`config.mk`:
```
export PLATFORM = sky130hd
export DESIGN_NAME = pe_array_ctrl
export DESIGN_NICKNAME = d
export VERILOG_FILES = /design/src/rtl/pe_array_ctrl_pkg.sv /design/src/rtl/pe_array_ctrl_cfg_word_assembler.sv /design/src/rtl/pe_array_ctrl.sv
export SDC_FILE = /design/constraint.sdc
export NUM_CORES = 1
export LEC_CHECK = 0
export BUFFER_PORTS_ARGS = -buffer_cell sky130_fd_sc_hd__buf_2
export CELL_PAD_IN_SITES_DETAIL_PLACEMENT = 1
export CELL_PAD_IN_SITES_GLOBAL_PLACEMENT = 1
export CORE_MARGIN = 8
export CORE_UTILIZATION = 44
export CTS_CLUSTER_DIAMETER = 60
export CTS_CLUSTER_SIZE = 10
export DETAILED_ROUTE_END_ITERATION = 10
export GPL_ROUTABILITY_DRIVEN = 0
export PLACE_DENSITY = 0.76
export SLEW_MARGIN = 20
export SYNTH_ARGS = -nofsm -noshare
export SYNTH_HDL_FRONTEND = slang
export SYNTH_SLANG_ARGS = --single-unit
export TNS_END_PERCENT = 100
```
`constraint.sdc`:
```
create_clock -name clk -period 2.52 [get_ports clk]
set_input_delay 0.252 -clock clk [delete_from_list [all_inputs] [get_ports clk]]
set_output_delay 0.252 -clock clk [all_outputs]
set_load 0.005 [all_outputs]
```
`src/rtl/pe_array_ctrl_pkg.sv`:
```
// Shared types and sizing for the PE array sequencer.
// Four PE rows, each with a CONFIG_W-bit configuration slice.
package pe_array_ctrl_pkg;

  localparam int CONFIG_W = 20;
  localparam int ARRAY    = 4 * CONFIG_W;

  typedef enum logic [2:0] {
    S_IDLE  = 3'd0,
    S_FETCH = 3'd1,
    S_WAIT  = 3'd2,
    S_INIT  = 3'd3,
    S_RUN   = 3'd4,
    S_DRAIN = 3'd5
  } ctrl_state_e;

  function automatic int ceil_div(int a, int b);
    return (a + b - 1) / b;
  endfunction

endpackage

```
`src/rtl/pe_array_ctrl_cfg_word_assembler.sv`:
```
// Gathers config words into a shadow register and commits the
// whole array configuration in one cycle on the last word.
module cfg_word_assembler
  import pe_array_ctrl_pkg::*;
#(
  parameter int ARRAY_W    = ARRAY,
  parameter int CFG_WORD_W = 32
) (
  input  logic                  clk,
  input  logic                  rst,
  input  logic                  clear,
  input  logic                  capture,
  input  logic [CFG_WORD_W-1:0] data,
  output logic                  commit,
  output logic [ARRAY_W-1:0]    pe_config
);

  localparam int N_WORDS  = ceil_div(ARRAY_W, CFG_WORD_W);
  localparam int SHADOW_W = N_WORDS * CFG_WORD_W;
  localparam int RCV_W    = $clog2(N_WORDS + 1);

  logic [SHADOW_W-1:0] shadow;
  logic [SHADOW_W-1:0] merged;
  logic [RCV_W-1:0]    rcv_cnt;

  always_comb begin
    merged = shadow;
    if (int'(rcv_cnt) < N_WORDS)
      merged[int'(rcv_cnt)*CFG_WORD_W +: CFG_WORD_W] = data;
  end

  assign commit = capture &&
                  (int'(rcv_cnt) == N_WORDS - 1);

  // Bits of the last word above ARRAY_W never reach pe_config.
  always_ff @(posedge clk or negedge rst) begin
    if (!rst) begin
      shadow    <= '0;
      rcv_cnt   <= '0;
      pe_config <= '0;
    end else if (clear) begin
      rcv_cnt <= '0;
    end else if (capture) begin
      shadow  <= merged;
      rcv_cnt <= rcv_cnt + RCV_W'(1);
      if (commit)
        pe_config <= merged[ARRAY_W-1:0];
    end
  end

endmodule

```
`src/rtl/pe_array_ctrl.sv`:
```
// PE array sequencer: fetches the array config, commits it,
// then pulses init and holds run for the programmed length.
module pe_array_ctrl
  import pe_array_ctrl_pkg::*;
#(
  parameter  int ARRAY_W    = ARRAY,
  parameter  int CFG_WORD_W = 32,
  parameter  int CFG_ADDR_W = 10,
  parameter  int CNT_W      = 32,
  localparam int N_WORDS    = ceil_div(ARRAY_W, CFG_WORD_W),
  localparam int OUT_W      = $clog2(N_WORDS + 1)
) (
  input  logic                  clk,
  input  logic                  rst,
  input  logic                  start,
  input  logic                  abort,
  input  logic [CFG_ADDR_W-1:0] cfg_base,
  input  logic [CNT_W-1:0]      run_cycles,
  output logic                  cfg_rd_en,
  output logic [CFG_ADDR_W-1:0] cfg_rd_addr,
  input  logic                  cfg_rd_valid,
  input  logic [CFG_WORD_W-1:0] cfg_rd_data,
  output logic [ARRAY_W-1:0]    pe_config,
  output logic                  init,
  output logic                  run,
  output logic                  busy,
  output logic                  done
);

  ctrl_state_e           state;
  logic [CFG_ADDR_W-1:0] base;
  logic [OUT_W-1:0]      issue_cnt;
  logic [OUT_W-1:0]      out_cnt;
  logic [OUT_W-1:0]      out_next;
  logic [CNT_W-1:0]      run_cnt;
  logic                  fetching;
  logic                  accept;
  logic                  capture;
  logic                  commit;
  logic                  launch;

  assign fetching = (state == S_FETCH) ||
                    (state == S_WAIT);
  assign accept   = cfg_rd_valid && (out_cnt != '0);
  assign capture  = accept && fetching && !abort;
  assign launch   = (state == S_IDLE) && start && !abort;
  assign busy     = (state != S_IDLE);

  // Reads leaving this cycle minus valids landing this cycle.
  assign out_next = out_cnt + OUT_W'(cfg_rd_en)
                  - OUT_W'(accept);

  cfg_word_assembler #(
    .ARRAY_W    (ARRAY_W),
    .CFG_WORD_W (CFG_WORD_W)
  ) u_asm (
    .clk       (clk),
    .rst       (rst),
    .clear     (launch),
    .capture   (capture),
    .data      (cfg_rd_data),
    .commit    (commit),
    .pe_config (pe_config)
  );

  always_ff @(posedge clk or negedge rst) begin
    if (!rst) begin
      state       <= S_IDLE;
      base        <= '0;
      issue_cnt   <= '0;
      out_cnt     <= '0;
      run_cnt     <= '0;
      cfg_rd_en   <= 1'b0;
      cfg_rd_addr <= '0;
      init        <= 1'b0;
      run         <= 1'b0;
      done        <= 1'b0;
    end else begin
      out_cnt <= out_next;
      init    <= 1'b0;
      done    <= 1'b0;
      if (abort) begin
        cfg_rd_en <= 1'b0;
        run       <= 1'b0;
        if ((fetching || state == S_DRAIN) &&
            out_next != '0)
          state <= S_DRAIN;
        else
          state <= S_IDLE;
      end else begin
        unique case (state)
          S_IDLE: begin
            if (start) begin
              state       <= S_FETCH;
              base        <= cfg_base;
              run_cnt     <= run_cycles;
              cfg_rd_en   <= 1'b1;
              cfg_rd_addr <= cfg_base;
              issue_cnt   <= OUT_W'(1);
            end
          end
          S_FETCH, S_WAIT: begin
            if (int'(issue_cnt) == N_WORDS) begin
              cfg_rd_en <= 1'b0;
              state     <= S_WAIT;
            end else begin
              cfg_rd_en   <= 1'b1;
              cfg_rd_addr <= base +
                             CFG_ADDR_W'(issue_cnt);
              issue_cnt   <= issue_cnt + OUT_W'(1);
            end
            if (commit) begin
              state <= S_INIT;
              init  <= 1'b1;
            end
          end
          S_INIT: begin
            if (run_cnt == '0) begin
              state <= S_IDLE;
              done  <= 1'b1;
            end else begin
              state <= S_RUN;
              run   <= 1'b1;
            end
          end
          S_RUN: begin
            if (run_cnt <= CNT_W'(1)) begin
              state <= S_IDLE;
              run   <= 1'b0;
              done  <= 1'b1;
            end
            if (run_cnt != '0)
              run_cnt <= run_cnt - CNT_W'(1);
          end
          S_DRAIN: begin
            cfg_rd_en <= 1'b0;
            if (out_next == '0)
              state <= S_IDLE;
          end
          default: state <= S_IDLE;
        endcase
      end
    end
  end

endmodule
```
# [Word-level counts from Yosys, hierarchy flattened]
# Index checks and enable logic that the tools add are counted.
[word_totals] in_bits=79 regBits=241 wordCells=111 out_inout_bits=95
[op_classes] n_mux=37 n_eq_ne=15 addsub=7 n_shift=2 reduce_logical=32 n_bitwise=2 n_lt_le_gt_ge=2
[ops] operator="96-bit bitwise mux" n=1
[ops] operator="32-bit by 33-bit variable shift with 96-bit output (first input constant)" n=1
[ops] operator="32-bit by 33-bit variable part select with 96-bit output" n=1
[ops] operator="80-bit 2-to-1 mux" n=1
[ops] operator="32-bit 2-to-1 mux" n=2
[ops] operator="32-bit one-hot mux with 2 select lines" n=1
[ops] operator="7-bit negator with 33-bit output" n=1
[ops] operator="32-bit by 1-bit <= comparator with 1-bit output (second input constant)" n=1
[ops] operator="32-bit zero test" n=1
[ops] operator="32-bit nonzero test" n=1
[ops] operator="32-bit by 1-bit subtractor with 32-bit output (second input constant)" n=1
[ops] operator="3-bit 2-to-1 mux" n=8
[ops] operator="10-bit 2-to-1 mux" n=2
[ops] operator="10-bit one-hot mux with 2 select lines" n=1
[ops] operator="3-bit one-hot mux with 5 select lines" n=1
[ops] operator="1-bit 2-to-1 mux" n=12
[ops] operator="3-bit AND reduction" n=4
[ops] operator="4-bit AND reduction" n=3
[ops] operator="10-bit by 2-bit adder with 10-bit output" n=1
[ops] operator="2-bit nonzero test" n=5
[ops] operator="3-bit inequality test (second input constant)" n=3
[ops] operator="2-bit 2-to-1 mux" n=4
[ops] operator="1-bit logical AND" n=7
[ops] operator="3-bit by 2-bit == test with 1-bit output (second input constant)" n=2
[ops] operator="23 further kinds" n=32

# [Depth between registers and ports, before layout]
# Gate-level depths: netlist of the first run.
[logic_depth] word_depth=8 ltp_mapped=9 mapped_depth_nobuf=9

# [Cells and area by module]
# From an unflattened synthesis of the first run, not the netlist that was laid out.
[hier_totals] hier_cells=1089 hier_area_um2=10627.7
[modules_own_cells] module="cfg_word_assembler" seq_area_each_um2=4053.9 area_each_um2=6787.8 cells_each=654 n_inst=1
[modules_own_cells] module="pe_array_ctrl" seq_area_each_um2=1576.5 area_each_um2=3839.9 cells_each=435 n_inst=1

# [Worst setup path after synthesis of the first run]
# Ideal clock, no wire load.
[synth_path] path_type="register to register" start="reg out_cnt[1]" end="reg state[2]" synth_period_minus_slack_ps=2242 required_time_ps=2394 slack_ps=278 n_path_buf=0 stages_incl_launch_ff=10 setup_ps=126 arrival_time_ps=2116 path_cell_list="dfrtp_1 o21a_1 ha_1 inv_1 ha_1 xnor2_1 mux2i_1 a22oi_1 o21ai_0 a221o_1"
[synth_via] elab_chain_len=8 elab_cells_between_ends=17 classes_between="add/sub (2); eq/ne (2); mux (4); reduce/logical (9)"
[synth_lines] element="from (decl)" line_no="pe_array_ctrl.sv:33" source="logic [OUT_W-1:0] out_cnt;"
[synth_lines] element="from (signal assigned)" line_no="pe_array_ctrl.sv:79" source="out_cnt <= out_next;"
[synth_lines] element="branches (longest 8 deep; another with 2-bit by 1-bit adder with 2-bit output)"
[synth_lines] element="to (signal assigned)" line_no="pe_array_ctrl.sv:87" source="state <= S_DRAIN;"
[synth_lines] element="to (signal assigned)" line_no="pe_array_ctrl.sv:94" source="state <= S_FETCH;"
[synth_lines] element="to (signal assigned)" line_no="pe_array_ctrl.sv:113" source="state <= S_INIT;"
[synth_lines] element="to (decl)" line_no="pe_array_ctrl.sv:30" source="ctrl_state_e state;"
# Parallel ways; which one is timed is not known.
# A chain may end at the register's enable or synchronous reset.

# [Worst setup path after layout of the first run]
[layout_path] start="reg out_cnt[1]" end="reg state[0]"
# Same word-level chain as after synthesis.

==> results.py, run 1 <==
metrics = {
    "status": {
        "outcome": "finished, final reports clean",
    },
    "setup_path": {
        "worstSetupEndpointType": "flop",
        "crit_arrival_ns": 2.92,
        "crit_type": "flop to flop",
        "worst-path-max-fanout": 5,
        "required_ns": 2.92,
        "start_kind": "flop",
    },
    "global_route": {
        "grt_antenna_before_repair": 0,
        "busiest_layer": "met2",
        "gr-usage-met3": 0.0422,
        "grt_util_met1": 0.295,
        "grt_pass1_wl_um": 52400,
        "grt_max_degree": 72,
        "gr-usage-met2": 0.371,
        "grt_remaining_overflow": 0,
        "grt_usage": 0.223,
        "grt_pass1_vias": 9605,
    },
    "clock_tree": {
        "root_buffer": "clkbuf_16",
        "clkSlewWorstSetupHoldPaths_ns": 0.06,
        "cts_sinks": 225,
        "htreeDepth": 1,
        "cts_buffers": 26,
        "cts_tree": "built",
        "clock_latency_ns": 0.53,
        "clockBufferDepth": 3,
    },
    "synth": {
        "synth-edff-count": 0,
        "synth_cell_types": 63,
        "yosysSeqAreaShare": 0.540,
        "syn_avg_cell_area_um2": 10.4,
        "syn_area_um2": 10400,
        "synth-seq-cells": 225,
        "async_reset_ff_frac": 1.00,
        "ys.flop_type": "dfrtp_1",
        "synth_nets": 1100,
        "synthCells": 1006,
        "yosys_warnings": 0,
    },
    "finish": {
        "areaGrowthSynthToFinish_pct": 23.6,
        "num_antenna_cells": 0,
        "nets": 1291,
        "multiInputGateArea_um2": 4460,
        "layout_commonest_cell": "dfrtp_1",
        "nFillCells": 2626,
        "drive_gt1_frac": 0.238,
        "postLayoutCellArea_um2": 12900,
        "seq_area_um2": 5630,
        "final_cell_mix": "dfrtp_1 (224), buf_2 (172), nor2_1 (122)",
    },
    "route": {
        "wl_per_cell_um": 21.2,
        "vias_per_cell": 5.87,
        "drt-total-wl_um": 32200,
        "drt_iter0_drc": 662,
        "ant_nets": 0,
        "drt-pass1-iter-count": 5,
        "vias": 8901,
        "drcViolationCount": 0,
    },
    "placed_design": {
        "port_buffers": 173,
        "dp_hpwl_um": 21200,
        "dp_slack_ns": 0.0424,
        "place_area_um2": 11900,
    },
    "sta": {
        "period_share": 0.998,
        "fin_hold_ws_ns": 0.0263,
        "hold_viol": 0,
        "slew_headroom": 0.440,
        "tns_ns": 0,
        "finalMaxSlewViolations": 0,
        "worst_pin_slew_ns": 0.837,
        "setup_ws_ns": 0.00576,
        "setup_viol": 0,
        "fmax_mhz": 398,
        "finalCriticalPeriod_ns": 2.51,
        "clock_skew_ns": 0.0132,
    },
    "pwr": {
        "p_leak_nw": 6.01,
        "ir_drop_uv": 559,
        "p_per_area_nw_per_um2": 1110,
    },
    "die": {
        "die_h_um": 170,
        "io_pins": 174,
        "row_count": 56,
        "die_w_um": 170,
        "initial_core_util": 0.446,
        "die_area_um2": 28900,
        "core_area_um2": 23400,
    },
    "run": {
        "maxCapViolCount": 0,
    },
    "worst_hold_path": {
        "hp-class": "primary input to flop",
    },
}
[per-stage QoR]
stage / std cells / util / power (mW)
final: 1517 / 0.551 / 14.4
after CTS: 1513 / 0.549 / 14.4
after detailed placement: 1461 / 0.509 / 10.9
after global placement: 1461 / 0.509 / 10.7
after global routing: 1517 / 0.551 / 15.3
after floorplan: 1006 / - / 8.84
[cell usage after synthesis (3+ instances only)]
cell type / instances / area (µm²)
a211oi_1: 6 / 45.0
a21oi_1: 100 / 500
a22o_1: 83 / 727
a22oi_1: 85 / 638
a2bb2oi_1: 12 / 105
a31oi_1: 11 / 68.8
and3_1: 9 / 56.3
buf_1: 3 / 11.3
buf_2: 15 / 75.1
buf_4: 3 / 22.5
clkbuf_1: 62 / 233
dfrtp_1: 225 / 5630
ha_1: 14 / 175
inv_1: 13 / 48.8
mux2_2: 11 / 124
mux2i_1: 7 / 70.1
nand2_1: 36 / 135
nand2b_1: 7 / 43.8
nand3_1: 13 / 65.1
nand4_1: 6 / 37.5
nor2_1: 124 / 465
nor2b_1: 4 / 25.0
nor3_1: 25 / 125
nor3b_1: 4 / 30.0
nor4_1: 8 / 50.1
nor4_2: 5 / 62.6
o21a_1: 3 / 22.5
o21ai_0: 31 / 155
o22a_1: 6 / 52.6
o22ai_1: 8 / 50.1
o31ai_1: 11 / 82.6
or2_1: 4 / 25.0
or2_2: 3 / 18.8
or3_1: 8 / 50.1
xnor2_1: 8 / 70.1
[final timing paths]
check                                     start          endpoint  slack, ns  depth (start not counted)
worst max-delay path                 out_cnt[1]          state[0]      0.006                          9
worst min-delay path            cfg_rd_data[19]  u_asm.shadow[51]       0.03                          2
worst max register to register       out_cnt[1]          state[0]      0.006                          9
worst min register to register   cfg_rd_addr[6]    cfg_rd_addr[6]       0.47                          2
max in group asynchronous                   rst  u_asm.shadow[25]       1.50                          3
min in group asynchronous                   rst        run_cnt[4]       0.31                          2
[where the power goes]
part	switching, mW	total, mW	leakage, nW	internal, mW
logic	2.87	5.22	2.72	2.34
registers	1.01	5.82	2.95	4.80
clock network	1.41	3.33	0.343	1.92
[timing repair]
| action | 4_1_cts | 5_1_grt |
|---|---|---|
| setup buffers | 0 | 3 |
| resized for setup | 0 | 3 |
| hold buffers | 23 | 1 |
| hold endpoints to repair | 97 | 1 |
| endpoints found under the setup margin | 0 | 3 |
[area by class of cell]
type,count,area share
clock buffer,27,0.0507
tap,319,0.0309
clock inverter,2,0.00359
sequential,225,0.437
multi-input combinational,684,0.346
inverter,13,0.00378
timing repair buffer,247,0.128
[metal layers]
layer,part of all wire,vias to the layer above
li1,-,4102
met1,0.44,4524
met2,0.48,231
met3,0.055,44
met4,0.021,0
met5,0,-
[flip-flops by register name (all words and copies together), names as in the netlist]
| register | cells |
|---|---|
| run | 1 |
| done | 1 |
| run_cnt | 32 |
| cfg_rd_en | 1 |
| u_asm.rcv_cnt | 2 |
| cfg_rd_addr | 10 |
| state | 3 |
| out_cnt | 2 |
| issue_cnt | 2 |
| u_asm.pe_config | 80 |
| base | 10 |
| init | 1 |
| u_asm.shadow | 80 |
[worst max-delay path: stages, from the launching register on]
cell	delay, ns
dfrtp_1	0.43
o21a_1	0.26
ha_1	0.29
inv_1	0.04
ha_1	0.22
xnor2_2	0.25
mux2i_1	0.15
a22oi_2	0.22
o21ai_0	0.16
o32a_1	0.37
[logic make-up (layout without fill, tap and decap cells)]
family,Yosys count,after routing,share of synthesized area
buffers and inverters,97,289,0.0379
AOI/OAI and AO/OA,372,372,0.248
adders and majority gates,16,16,0.0197
and+or+nand+nor,269,269,0.129
DFF,225,225,0.540
muxes,18,18,0.0186
xor gates and xnor gates,9,9,0.00756
(Power assumes the default switching activity.)
==> run 2: changes to the inputs <==
Settings changed: PLACE_DENSITY 0.76 to 0.85.
==> run 2 against run 1 <==
Net effect:
- sequential share of layout area decreased by 0.076 points
- routed wire length increased by 5.0%
- clock power increased by 4%
- sequential cell count unchanged
- setup slack improved by 0.088 ns
- clock skew increased by 0.0031 ns
- die area unchanged
- critical path depth unchanged
- combinational power increased by 1%
- maximum frequency increased by 3.6%
- critical path type unchanged
==> results.py, run 2 (synthesis results as in run 1) <==
metrics = {
    "die": {
        "core_area_um2": 23400,
        "die_w_um": 170,
        "die_area_um2": 28900,
        "io_pins": 174,
        "initial_core_util": 0.446,
        "row_count": 56,
        "die_h_um": 170,
    },
    "sta": {
        "setup_viol": 0,
        "clock_skew_ns": 0.0163,
        "fmax_mhz": 412,
        "period_share": 0.963,
        "fin_hold_ws_ns": 0.0135,
        "finalCriticalPeriod_ns": 2.43,
        "finalMaxSlewViolations": 0,
        "hold_viol": 0,
        "tns_ns": 0,
        "worst_pin_slew_ns": 0.866,
        "slew_headroom": 0.420,
    },
    "clock_tree": {
        "cts_buffers": 27,
        "clock_latency_ns": 0.53,
        "clkSlewWorstSetupHoldPaths_ns": 0.06,
        "cts_tree": "built",
        "htreeDepth": 1,
        "clockBufferDepth": 3,
        "cts_sinks": 225,
        "root_buffer": "clkbuf_16",
    },
    "route": {
        "drt_iter0_drc": 519,
        "drt-total-wl_um": 33800,
        "vias": 9148,
        "vias_per_cell": 5.99,
        "wl_per_cell_um": 22.1,
        "ant_nets": 0,
        "drt-pass1-iter-count": 5,
        "drcViolationCount": 0,
    },
    "global_route": {
        "grt_pass1_vias": 10043,
        "grt_antenna_before_repair": 2,
        "grt_usage": 0.233,
        "grt_pass1_wl_um": 54400,
        "grt_max_degree": 68,
        "grt_remaining_overflow": 0,
    },
    "setup_path": {
        "timing.rr.end": "state[1]",
        "reg2reg_depth": 9,
        "required_ns": 2.94,
        "reg2reg_from": "out_cnt[1]",
        "worstSetupEndpointType": "flop",
        "start_kind": "flop",
        "crit_type": "flop to flop",
        "worst-path-max-fanout": 5,
        "r2r_slack_ns": 0.09,
        "crit_arrival_ns": 2.84,
    },
    "finish": {
        "layout_commonest_cell": "dfrtp_1",
        "drive_gt1_frac": 0.243,
        "final_cell_mix": "dfrtp_1 (224), buf_2 (172), nor2_1 (122)",
        "postLayoutCellArea_um2": 12900,
        "nets": 1297,
        "fin_util": 0.552,
        "largest_registers": "u_asm.pe_config x80, u_asm.shadow x80, run_cnt x32",
        "areaGrowthSynthToFinish_pct": 23.9,
    },
    "run": {
        "maxCapViolCount": 0,
    },
    "worst_hold_path": {
        "hold_depth": 2,
        "hp-class": "primary input to flop",
        "min-delay-start": "abort",
        "hold_end": "run",
    },
    "placed_design": {
        "port_buffers": 173,
        "place_area_um2": 11900,
        "dp_hpwl_um": 22000,
    },
    "pwr": {
        "p_per_area_nw_per_um2": 1130,
        "p_leak_nw": 6.03,
        "p_total_mw": 14.6,
        "ir_drop_uv": 499,
    },
    "status": {
        "outcome": "finished, final reports clean",
    },
}
## run 2: changes by cell type in the layout (fill, tap and decap cells not counted), sizes merged
cell	delta
dlygate4sd3	+1
inv	+2
clkbuf	+3
diode	+2
buf	+4
clkinv	-1
## run 2: metal layers
layer | vias up | wire, µm | track usage
met5 | - | 0 | 0
met3 | 74 | 1950 | 0.0489
met4 | 0 | 1120 | 0.0858
li1 | 4120 | - | -
met1 | 4677 | 14000 | 0.289
met2 | 277 | 16700 | 0.396
## run 2: worst max-delay path, stage by stage, from the launching register on
cell and delay, ns:
dfrtp_1 0.42, o21a_1 0.25, ha_1 0.28, inv_1 0.04, ha_1 0.20, xnor2_2 0.20
mux2i_1 0.15, a22oi_2 0.28, buf_4 0.17, mux2_2 0.32
## run 2: power by group
group	internal [mW]	leakage (nW)	total (mW)	switching (mW)
combinational	2.32	2.73	5.27	2.95
sequential	4.80	2.95	5.84	1.03
clock	2.01	0.359	3.47	1.46
## run 2: layout make-up
| class | instances | area (µm²) |
|---|---|---|
| diodes | 2 | 5.00 |
| clock buffers | 30 | 687 |
| clock inverters | 3 | 47.5 |
| fillers | 2637 | 10500 |
| inverters | 13 | 48.8 |
| multi-input cells | 684 | 4470 |
| flip-flops and latches | 225 | 5630 |
| well taps | 319 | 399 |
| repair buffers | 252 | 1630 |
## run 2: worst max path at each step
stage | from | to | cells past startpoint
final | out_cnt[1] | state[1] | 9
after floorplan | out_cnt[1] | state[2] | 9
after CTS | out_cnt[1] | state[2] | 9
after global routing | out_cnt[1] | state[2] | 9
after detailed placement | out_cnt[1] | state[2] | 9
after global placement | out_cnt[1] | state[2] | 9
## run 2: repair_timing
| action | CTS | global route |
|---|---|---|
| gates resized for setup | 1 | 4 |
| setup endpoints to repair | 2 | 4 |
| setup buffers | 0 | 2 |
| endpoints found under the hold margin | 81 | 0 |
| pin swaps | 0 | 2 |
| hold buffers | 25 | 0 |
## run 2: per-stage QoR
step | worst slack, ns | std cells
finish | 0.0941 | 1528
global route | -0.0319 | 1528
CTS | 0.0464 | 1524
detailed placement | -0.0298 | 1466
global placement | 0.165 | 1466
floorplan | 0.278 | 1006
